===== src/rtl/uart_pkg.sv =====
// uart_pkg -- shared definitions for the UART transmit path.
//   STATE_W / IDLE..STOP : transmitter FSM encoding (3 bits)
//   TX_IDLE_LEVEL        : line level while no frame is in flight
//   clks_per_bit()       : system clocks per bit time (truncating divide)
package uart_pkg;

    localparam int STATE_W = 3;

    localparam logic [STATE_W-1:0] IDLE   = 3'd0;
    localparam logic [STATE_W-1:0] START  = 3'd1;
    localparam logic [STATE_W-1:0] DATA   = 3'd2;
    localparam logic [STATE_W-1:0] PARITY = 3'd3;
    localparam logic [STATE_W-1:0] STOP   = 3'd4;

    localparam logic TX_IDLE_LEVEL = 1'b1;

    function automatic int clks_per_bit(input int clk_freq, input int baud);
        return clk_freq / baud;
    endfunction

endpackage


===== src/rtl/uart_baud_counter.sv =====
// uart_baud_counter -- bit-time divider for the UART transmitter.
//   clk, rst : clock, async active-high reset
//   clear    : forces the count to 0 (held while the line is idle)
//   enable   : advance the count
//   bit_end  : high in the last clock of each bit time; count wraps to 0 there
module uart_baud_counter #(
    parameter int CLKS_PER_BIT = 434
) (
    input  logic clk,
    input  logic rst,
    input  logic clear,
    input  logic enable,
    output logic bit_end
);

    localparam int CNT_W = (CLKS_PER_BIT > 2) ? $clog2(CLKS_PER_BIT) : 1;
    localparam logic [CNT_W-1:0] CNT_MAX = CNT_W'(CLKS_PER_BIT - 1);

    logic [CNT_W-1:0] cnt;

    assign bit_end = enable && !clear && (cnt == CNT_MAX);

    always_ff @(posedge clk or posedge rst) begin
        if (rst)
            cnt <= '0;
        else if (clear)
            cnt <= '0;
        else if (enable)
            cnt <= bit_end ? '0 : cnt + 1'b1;
    end

endmodule


===== src/rtl/uart_tx_serializer.sv =====
// uart_tx_serializer -- UART frame transmitter behind the tx-data select mux.
//   clk, rst : clock, async active-high reset
//   start    : send request, only looked at while idle
//   data_in  : word to send, captured on the accepting edge
//   tx       : registered serial line (idle high)
//   busy     : frame in flight
//   done     : one-cycle pulse after the stop bit
// Frame: start bit, DATA_BITS data bits LSB first, [even parity], stop bit.
// Build option: define UART_TX_PARITY_EN to add the even-parity bit.
module uart_tx_serializer #(
    parameter int CLK_FREQ  = 50_000_000,
    parameter int BAUD_RATE = 115200,
    parameter int DATA_BITS = 8
) (
    input  logic                 clk,
    input  logic                 rst,
    input  logic                 start,
    input  logic [DATA_BITS-1:0] data_in,
    output logic                 tx,
    output logic                 busy,
    output logic                 done
);
    import uart_pkg::*;

    localparam int CLKS_PER_BIT = clks_per_bit(CLK_FREQ, BAUD_RATE);
    localparam int IDX_W        = $clog2(DATA_BITS + 1);
    localparam logic [IDX_W-1:0] LAST_IDX = IDX_W'(DATA_BITS - 1);

    if (CLKS_PER_BIT < 2) begin : g_bad_baud
        $error("uart_tx_serializer: CLK_FREQ/BAUD_RATE must be at least 2");
    end
    if (DATA_BITS < 5 || DATA_BITS > 9) begin : g_bad_width
        $error("uart_tx_serializer: DATA_BITS must be 5..9");
    end

    logic [STATE_W-1:0]   state, state_nxt;
    logic [DATA_BITS-1:0] shift, shift_nxt;
    logic [IDX_W-1:0]     bit_idx, bit_idx_nxt;
    logic                 tx_nxt, busy_nxt, done_nxt;
    logic                 bit_end;
`ifdef UART_TX_PARITY_EN
    logic                 parity_q, parity_nxt;
`endif

    // Count only while a frame is in flight so every bit starts from 0.
    uart_baud_counter #(.CLKS_PER_BIT(CLKS_PER_BIT)) u_baud (
        .clk     (clk),
        .rst     (rst),
        .clear   (state == IDLE),
        .enable  (state != IDLE),
        .bit_end (bit_end)
    );

    // State and output registers.
    always_ff @(posedge clk or posedge rst) begin
        if (rst) begin
            state   <= IDLE;
            shift   <= '0;
            bit_idx <= '0;
            tx      <= TX_IDLE_LEVEL;
            busy    <= 1'b0;
            done    <= 1'b0;
`ifdef UART_TX_PARITY_EN
            parity_q <= 1'b0;
`endif
        end else begin
            state   <= state_nxt;
            shift   <= shift_nxt;
            bit_idx <= bit_idx_nxt;
            tx      <= tx_nxt;
            busy    <= busy_nxt;
            done    <= done_nxt;
`ifdef UART_TX_PARITY_EN
            parity_q <= parity_nxt;
`endif
        end
    end

    // Next state plus shift register / bit index.
    always_comb begin
        state_nxt   = state;
        shift_nxt   = shift;
        bit_idx_nxt = bit_idx;
`ifdef UART_TX_PARITY_EN
        parity_nxt  = parity_q;
`endif
        case (state)
            IDLE: if (start) begin
                state_nxt = START;
                shift_nxt = data_in;
`ifdef UART_TX_PARITY_EN
                parity_nxt = ^data_in;
`endif
            end
            START: if (bit_end) begin
                state_nxt   = DATA;
                bit_idx_nxt = '0;
            end
            DATA: if (bit_end) begin
                shift_nxt   = shift >> 1;
                bit_idx_nxt = bit_idx + 1'b1;
                if (bit_idx == LAST_IDX)
`ifdef UART_TX_PARITY_EN
                    state_nxt = PARITY;
`else
                    state_nxt = STOP;
`endif
            end
`ifdef UART_TX_PARITY_EN
            PARITY: if (bit_end) state_nxt = STOP;
`endif
            STOP: if (bit_end) state_nxt = IDLE;
            default: state_nxt = IDLE;
        endcase
    end

    // Outputs are decoded from the next state so the registered line
    // changes on the same edge as the state.
    always_comb begin
        tx_nxt   = TX_IDLE_LEVEL;
        busy_nxt = (state_nxt != IDLE);
        done_nxt = (state == STOP) && bit_end;
        case (state_nxt)
            START:  tx_nxt = 1'b0;
            DATA:   tx_nxt = shift_nxt[0];
`ifdef UART_TX_PARITY_EN
            PARITY: tx_nxt = parity_nxt;
`endif
            default: tx_nxt = TX_IDLE_LEVEL;
        endcase
    end

endmodule


===== config.mk =====
export PLATFORM = sky130hd
export DESIGN_NAME = uart_tx_serializer
export DESIGN_NICKNAME = d
export VERILOG_FILES = /design/src/rtl/uart_pkg.sv /design/src/rtl/uart_baud_counter.sv /design/src/rtl/uart_tx_serializer.sv
export SDC_FILE = /design/constraint.sdc
export NUM_CORES = 1
export LEC_CHECK = 0
export CAP_MARGIN = 20
export CORE_MARGIN = 2
export CORE_UTILIZATION = 42
export DETAILED_ROUTE_END_ITERATION = 7
export PLACE_DENSITY = 0.6
export SLEW_MARGIN = 20
export SYNTH_ARGS = -nofsm -noshare
export SYNTH_HDL_FRONTEND = slang
export SYNTH_SLANG_ARGS = --single-unit

===== constraint.sdc =====
create_clock -name clk -period 2.2 [get_ports clk]
set_input_delay 0.55 -clock clk [delete_from_list [all_inputs] [get_ports clk]]
set_output_delay 0.55 -clock clk [all_outputs]
set_load 0.01 [all_outputs]

==> summary.md, run 1 <==
| Metric | Value |
|---|---|
| Syn Area/Cell | `10.4 sq um` |
| Via Count | `1018` |
| Slowest cell delay on critical path | `0.54 ns` |
| Worst EP required | `1.65 ns` |
| Fin Setup TNS | `0 ns` |
| Area Overhead vs Synth | `18.1%` |
| Comb pwr share | `17.0%` |
| Die Area | `3620 sq um` |
| Delay-heaviest family, CP | `flip-flops` |
| Clock Skews | `0.00241 ns` |
| Root cell of the clock tree | `clkbuf_4` |
| CTS resizes | `0` |
| Sequential share of power | `62.7%` |
| Sw Ratio | `30.6%` |
| Die W | `60.2 um` |
| Clock sink count | `27` |
| Syn_nets | `141` |
| Commonest non-fill, non-tap cell in the layout | `dfrtp_1` |
| Clock-pin slew on the worst setup and hold paths | `0.15 ns` |
| Fin. max-slew vios | `0` |
| Vias in the first global route | `896` |
| Max Cap Viol | `0` |
| RSZ-0062 raised after global routing | `no` |
| Clock share of power | `20.3%` |
| GRT Util Overall | `14.2%` |
| Main flop type after synthesis | `dfrtp_1` |
| Final Power | `1.08 mW` |
| CTS Buf Count | `3` |
| Gate Count Post-Synth | `127` |
| Post-synth EDFFs | `0` |
| Setup bufs post-CTS | `0` |
| Sequential-to-total area share from yosys stat | `51.1%` |
| Max FO, Critical Path | `1` |
| Fmax | `516 MHz` |
| Initial antenna violation count | `0` |
| FILL cells | `276` |
| Initial Util | `43.8%` |
| # rows | `20` |
| Library cells used by synthesis | `37` |
| Worst skew pair latency | `0.32 ns` |
| IO buf count | `13` |
| Share of layout cells above drive strength 1 | `11.0%` |
| Arrival @ worst endpoint | `1.39 ns` |
| Final Critical Period | `1.94 ns` |
| Hold_buf cts | `0` |
| Kind of start point of the critical path | `register` |
| #FFs+latches synth | `27` |
| Hold Violations, Final | `0` |
| Fin crit share | `88.1%` |
| Core area | `3030 sq um` |
| Post-DR wirelength/cell | `12.5 um` |
| Most frequent cells in the layout | `dfrtp_1 (26), nor2_1 (14), clkdlybuf4s50_1 (13)` |
| Worst Hold Class | `register to register` |
| ANT cells | `0` |
| Vias per inst | `5.36` |
| Crit path cell chain | `clkdlybuf4s50_1` |
| YS warnings | `0` |
| Longest Clk Path Bufs | `2` |
| Post-Route Utilization | `51.7%` |
| CP bufs+invs | `1` |
| Status | `finished clean` |
| Routed Wire Length | `2370 um` |
| Crit-path slowest cell | `dfstp_2` |
| Final ANT Viol Nets | `0` |
| Gp weighted congestion | `0.828` |
| First-pass GRT wire length | `3910 um` |
| Cell Int Power | `0.748 mW` |
| Leak pwr | `0.716 nW` |
| Slew headroom | `71.8%` |
| Nets | `161` |
| Final setup violation count | `0` |
| Dpl hpwl | `1720 um` |
| Drc violations | `0` |
| GR Overflow Total | `0` |
| Async SR Flop Fraction | `100%` |
| Largest net degree at the start of global routing | `28` |
| Pre-antenna DRT Iters | `4` |
| DRT iter0 DRCs | `64` |
| Crit. End Element | `primary output` |
| P_sw | `0.330 mW` |
| Die Y | `60.2 um` |
| CP Class | `register to primary output` |
| H-tree depth | `1` |
| Worst Tran Pin Value | `0.423 ns` |
| IO Pins | `14` |
| TritonCTS clock tree | `built` |
| Mapped cell area | `1330 sq um` |
| P per Cell Area | `688 nW/um^2` |
| Max VDD drop | `0.468 mV` |
per-stage QoR:
stage	hold slack, ns	worst slack [ns]	instances	cell area, sq um
floorplan	0.450	0.330	127	1330
global placement	0.459	0.256	186	1540
detailed placement	0.471	0.217	186	1540
CTS	0.505	0.235	190	1570
global route	0.525	0.202	190	1570
finish	0.498	0.261	190	1570
state kept, by name, indices dropped and copies added, names as in the netlist:
name / flops
u_baud.cnt: 9
busy: 1
shift: 8
done: 1
bit_idx: 4
tx: 1
state: 3
final timing paths:
path	start	to	slack, ns	cells after the start
min in group asynchronous	rst	u_baud.cnt[1]	0.55	3
hold reg to reg	shift[2]	shift[2]	0.50	1
hold / removal	shift[2]	shift[2]	0.50	1
setup / recovery	tx	tx	0.26	1
max in group asynchronous	rst	tx	1.35	3
setup reg to reg	u_baud.cnt[2]	shift[5]	0.29	5
power groups by stage:
stage	Sequential, mW	Clock, mW	Combinational [mW]
after floorplan	0.659	0	0.141
final	0.675	0.219	0.183
after global routing	0.693	0.248	0.209
after CTS	0.675	0.232	0.186
after global placement	0.680	0	0.178
after detailed placement	0.685	0	0.183
logic make-up (layout without fill, tap and decap cells):
| family | Yosys count | count (layout) | synth area share (%) |
|---|---|---|---|
| simple gates | 48 | 48 | 21.5 |
| flops | 27 | 27 | 51.1 |
| compound gates | 33 | 33 | 17.3 |
| buf+inv | 9 | 28 | 2.64 |
| xor+xnor | 7 | 7 | 4.63 |
| fa+ha+maj | 3 | 3 | 2.83 |
per-layer routing:
layer	GRT usage, %	wire, um
met5	0	0
met2	23.0	1150
met1	18.7	1140
met3	1.95	72
met4	6.67	15
cells in the mapped netlist, types with 2 or more instances:
| library cell | number | area, sq um |
|---|---|---|
| a22o_1 | 6 | 52.6 |
| nand2_1 | 3 | 11.3 |
| o21ai_0 | 7 | 35.0 |
| a31oi_1 | 2 | 12.5 |
| inv_1 | 6 | 22.5 |
| and3_1 | 2 | 12.5 |
| xnor2_1 | 5 | 43.8 |
| nor2_1 | 14 | 52.6 |
| xor2_1 | 2 | 17.5 |
| nand4_1 | 4 | 25.0 |
| clkbuf_1 | 2 | 7.51 |
| a21o_1 | 7 | 52.6 |
| nand3_1 | 10 | 50.1 |
| nand2b_1 | 2 | 12.5 |
| dfrtp_1 | 26 | 651 |
| ha_1 | 3 | 37.5 |
| a21oi_1 | 6 | 30.0 |
layout make-up:
cell class / count / area, sq um / share of cell area (%)
tap: 44 / 55.1 / 3.52
multi-input combinational: 91 / 613 / 39.2
inverter: 6 / 22.5 / 1.44
sequential: 27 / 677 / 43.2
clock buffer: 3 / 22.5 / 1.44
clock inverter: 1 / 7.51 / 0.480
timing repair buffer: 18 / 168 / 10.7
No activity file was read; power rests on OpenSTA's default activity.
==> run 2, diff against run 1 <==
Clock period 2.2 ns to 2.5 ns, I/O delays scaled along.
==> run 2 against run 1 <==
  * Via count down 3.4%
  * Combinational power fell by 14%
  * Hold slack barely moved
  * Critical path type is now register to register
  * Critical endpoint is now shift[3]
  * Largest power group unchanged
==> summary.md, run 2 (same netlist as run 1, synthesis figures left out) <==
| Metric | Value |
|---|---|
| Worst Setup SP | `u_baud.cnt[2] (was tx)` |
| GRT Util Overall | `15.2% (was 14.2%)` |
| Vias in the first global route | `948 (was 896)` |
| Gp weighted congestion | `0.823 (was 0.828)` |
| H-tree depth | `1 (unchanged)` |
| RSZ-0062 raised after global routing | `no (unchanged)` |
| Area Overhead vs Synth | `16.4% (was 18.1%)` |
| Share of layout cells above drive strength 1 | `9.09% (was 11.0%)` |
| Dpl cells | `183 (was 186)` |
| Initial antenna violation count | `0 (unchanged)` |
| Worst EP required | `2.72 ns (was 1.65 ns)` |
| Final setup margin | `0.414 ns (was 0.261 ns)` |
| Largest net degree at the start of global routing | `28 (unchanged)` |
| Nets | `158 (was 161)` |
| Die Y | `60.2 um (unchanged)` |
| Worst Hold Class | `register to register (unchanged)` |
| Slew headroom | `54.8% (was 71.8%)` |
| Setup bufs post-CTS | `0 (unchanged)` |
| Clock sink count | `27 (unchanged)` |
| CTS resizes | `0 (unchanged)` |
| Initial Util | `43.8% (unchanged)` |
| Commonest non-fill, non-tap cell in the layout | `dfrtp_1 (unchanged)` |
| Via Count | `983 (was 1018)` |
| Dpl ws | `0.410 ns (was 0.217 ns)` |
| First-pass GRT wire length | `4220 um (was 3910 um)` |
| GR Overflow Total | `0 (unchanged)` |
| Status | `finished clean (unchanged)` |
| Root cell of the clock tree | `clkbuf_4 (unchanged)` |
| Hold_buf cts | `0 (unchanged)` |
| Most frequent cells in the layout | `dfrtp_1 (26), nor2_1 (14), clkdlybuf4s50_1 (13) (unchanged)` |
| Fmax | `479 MHz` |
| Worst skew pair latency | `0.31 ns (was 0.32 ns)` |
| TritonCTS clock tree | `built (unchanged)` |
| Final setup violation count | `0 (unchanged)` |
| Core area | `3030 sq um (unchanged)` |
| IO Pins | `14 (unchanged)` |
| Hold Violations, Final | `0 (unchanged)` |
| Kind of start point of the critical path | `register (unchanged)` |
| Reg2reg start | `u_baud.cnt[2] (unchanged)` |
| Fin cells | `187 (was 190)` |
| Max VDD drop | `0.355 mV (was 0.468 mV)` |
| Top reg by flops | `u_baud.cnt (unchanged)` |
| Max Cap Viol | `0 (unchanged)` |
| Post-DR wirelength/cell | `12.9 um (was 12.5 um)` |
| Arrival @ worst endpoint | `2.31 ns (was 1.39 ns)` |
| Biggest regs | `u_baud.cnt x9, shift x8, bit_idx x4 (unchanged)` |
| Final Power | `0.936 mW (was 1.08 mW)` |
| Dpl hpwl | `1730 um (was 1720 um)` |
| Crit. End Element | `register (was primary output)` |
| Die W | `60.2 um (unchanged)` |
| Fin. max-slew vios | `0 (unchanged)` |
| Pre-antenna DRT Iters | `4 (unchanged)` |
| Die Area | `3620 sq um (unchanged)` |
| # rows | `20 (unchanged)` |
| Final Critical Period | `2.09 ns` |
| Routed Wire Length | `2410 um (was 2370 um)` |
| Worst Tran Pin Value | `0.669 ns (was 0.423 ns)` |
| IO buf count | `13 (unchanged)` |
| Clock Skews | `0.00288 ns (was 0.00241 ns)` |
| ANT cells | `0 (unchanged)` |
| Worst R2R Path Depth | `4 (was 5)` |
| Max FO, Critical Path | `10 (was 1)` |
| Worst Hold Path Cells | `1 (unchanged)` |
| P per Cell Area | `607 nW/um^2 (was 688 nW/um^2)` |
| Leak pwr | `0.701 nW (was 0.716 nW)` |
| Vias per inst | `5.26 (was 5.36)` |
| CP Class | `register to register (was register to primary output)` |
| DRT iter0 DRCs | `45 (was 64)` |
| Longest Clk Path Bufs | `2 (unchanged)` |
| Clock-pin slew on the worst setup and hold paths | `0.14 ns (was 0.15 ns)` |
| Max reg flops | `9 (unchanged)` |
| Drc violations | `0 (unchanged)` |
| Final ANT Viol Nets | `0 (unchanged)` |
| CTS Buf Count | `3 (unchanged)` |
| Fin crit share | `83.4%` |
| FILL cells | `286 (was 276)` |
| Beginning of the worst hold path | `shift[4] (was shift[2])` |
| Fin Setup TNS | `0 ns (unchanged)` |
-- run 2: per-stage QoR --
stage	cell area, sq um	utilization, %	hold slack, ns
2_1_floorplan	1330	-	0.450
3_3_place_gp	1510	50.0	0.459
3_5_place_dp	1510	50.0	0.471
4_1_cts	1540	51.0	0.503
5_1_grt	1540	51.0	0.516
6_report	1540	51.0	0.498
-- run 2: critical path, stage by stage (launching register included) --
cell and delay (ns):
dfrtp_1 0.46, or4b_4 0.60, nor4_4 0.58, nor2_2 0.15
a21o_1 0.21
-- run 2: worst paths after layout --
kind                                  to  slack [ns]
max                             shift[3]        0.41
min                             shift[4]        0.50
max reg2reg                     shift[3]        0.41
min reg2reg                     shift[4]        0.50
max in group asynchronous             tx        1.56
min in group asynchronous  u_baud.cnt[7]        0.64
-- run 2: routing by layer --
layer,wire length [um],track usage (%)
met2,1090,25.0
met3,88,2.81
met1,1210,20.4
met5,0,0
met4,25,4.44
-- run 2: power breakdown --
| part | internal [mW] | switching (mW) | total (mW) |
|---|---|---|---|
| clock network | 0.0609 | 0.125 | 0.186 |
| registers | 0.507 | 0.0854 | 0.592 |
| logic | 0.0888 | 0.0690 | 0.158 |
| total | 0.657 | 0.279 | 0.936 |
-- run 2: layout make-up --
class / count / area [sq um] / share of cell area, %
inverters: 6 / 22.5 / 1.46
clock inverters: 1 / 7.51 / 0.487
well taps: 44 / 55.1 / 3.57
flip-flops and latches: 27 / 677 / 43.9
clock buffers: 3 / 22.5 / 1.46
repair buffers: 15 / 145 / 9.41
multi-input cells: 91 / 613 / 39.7
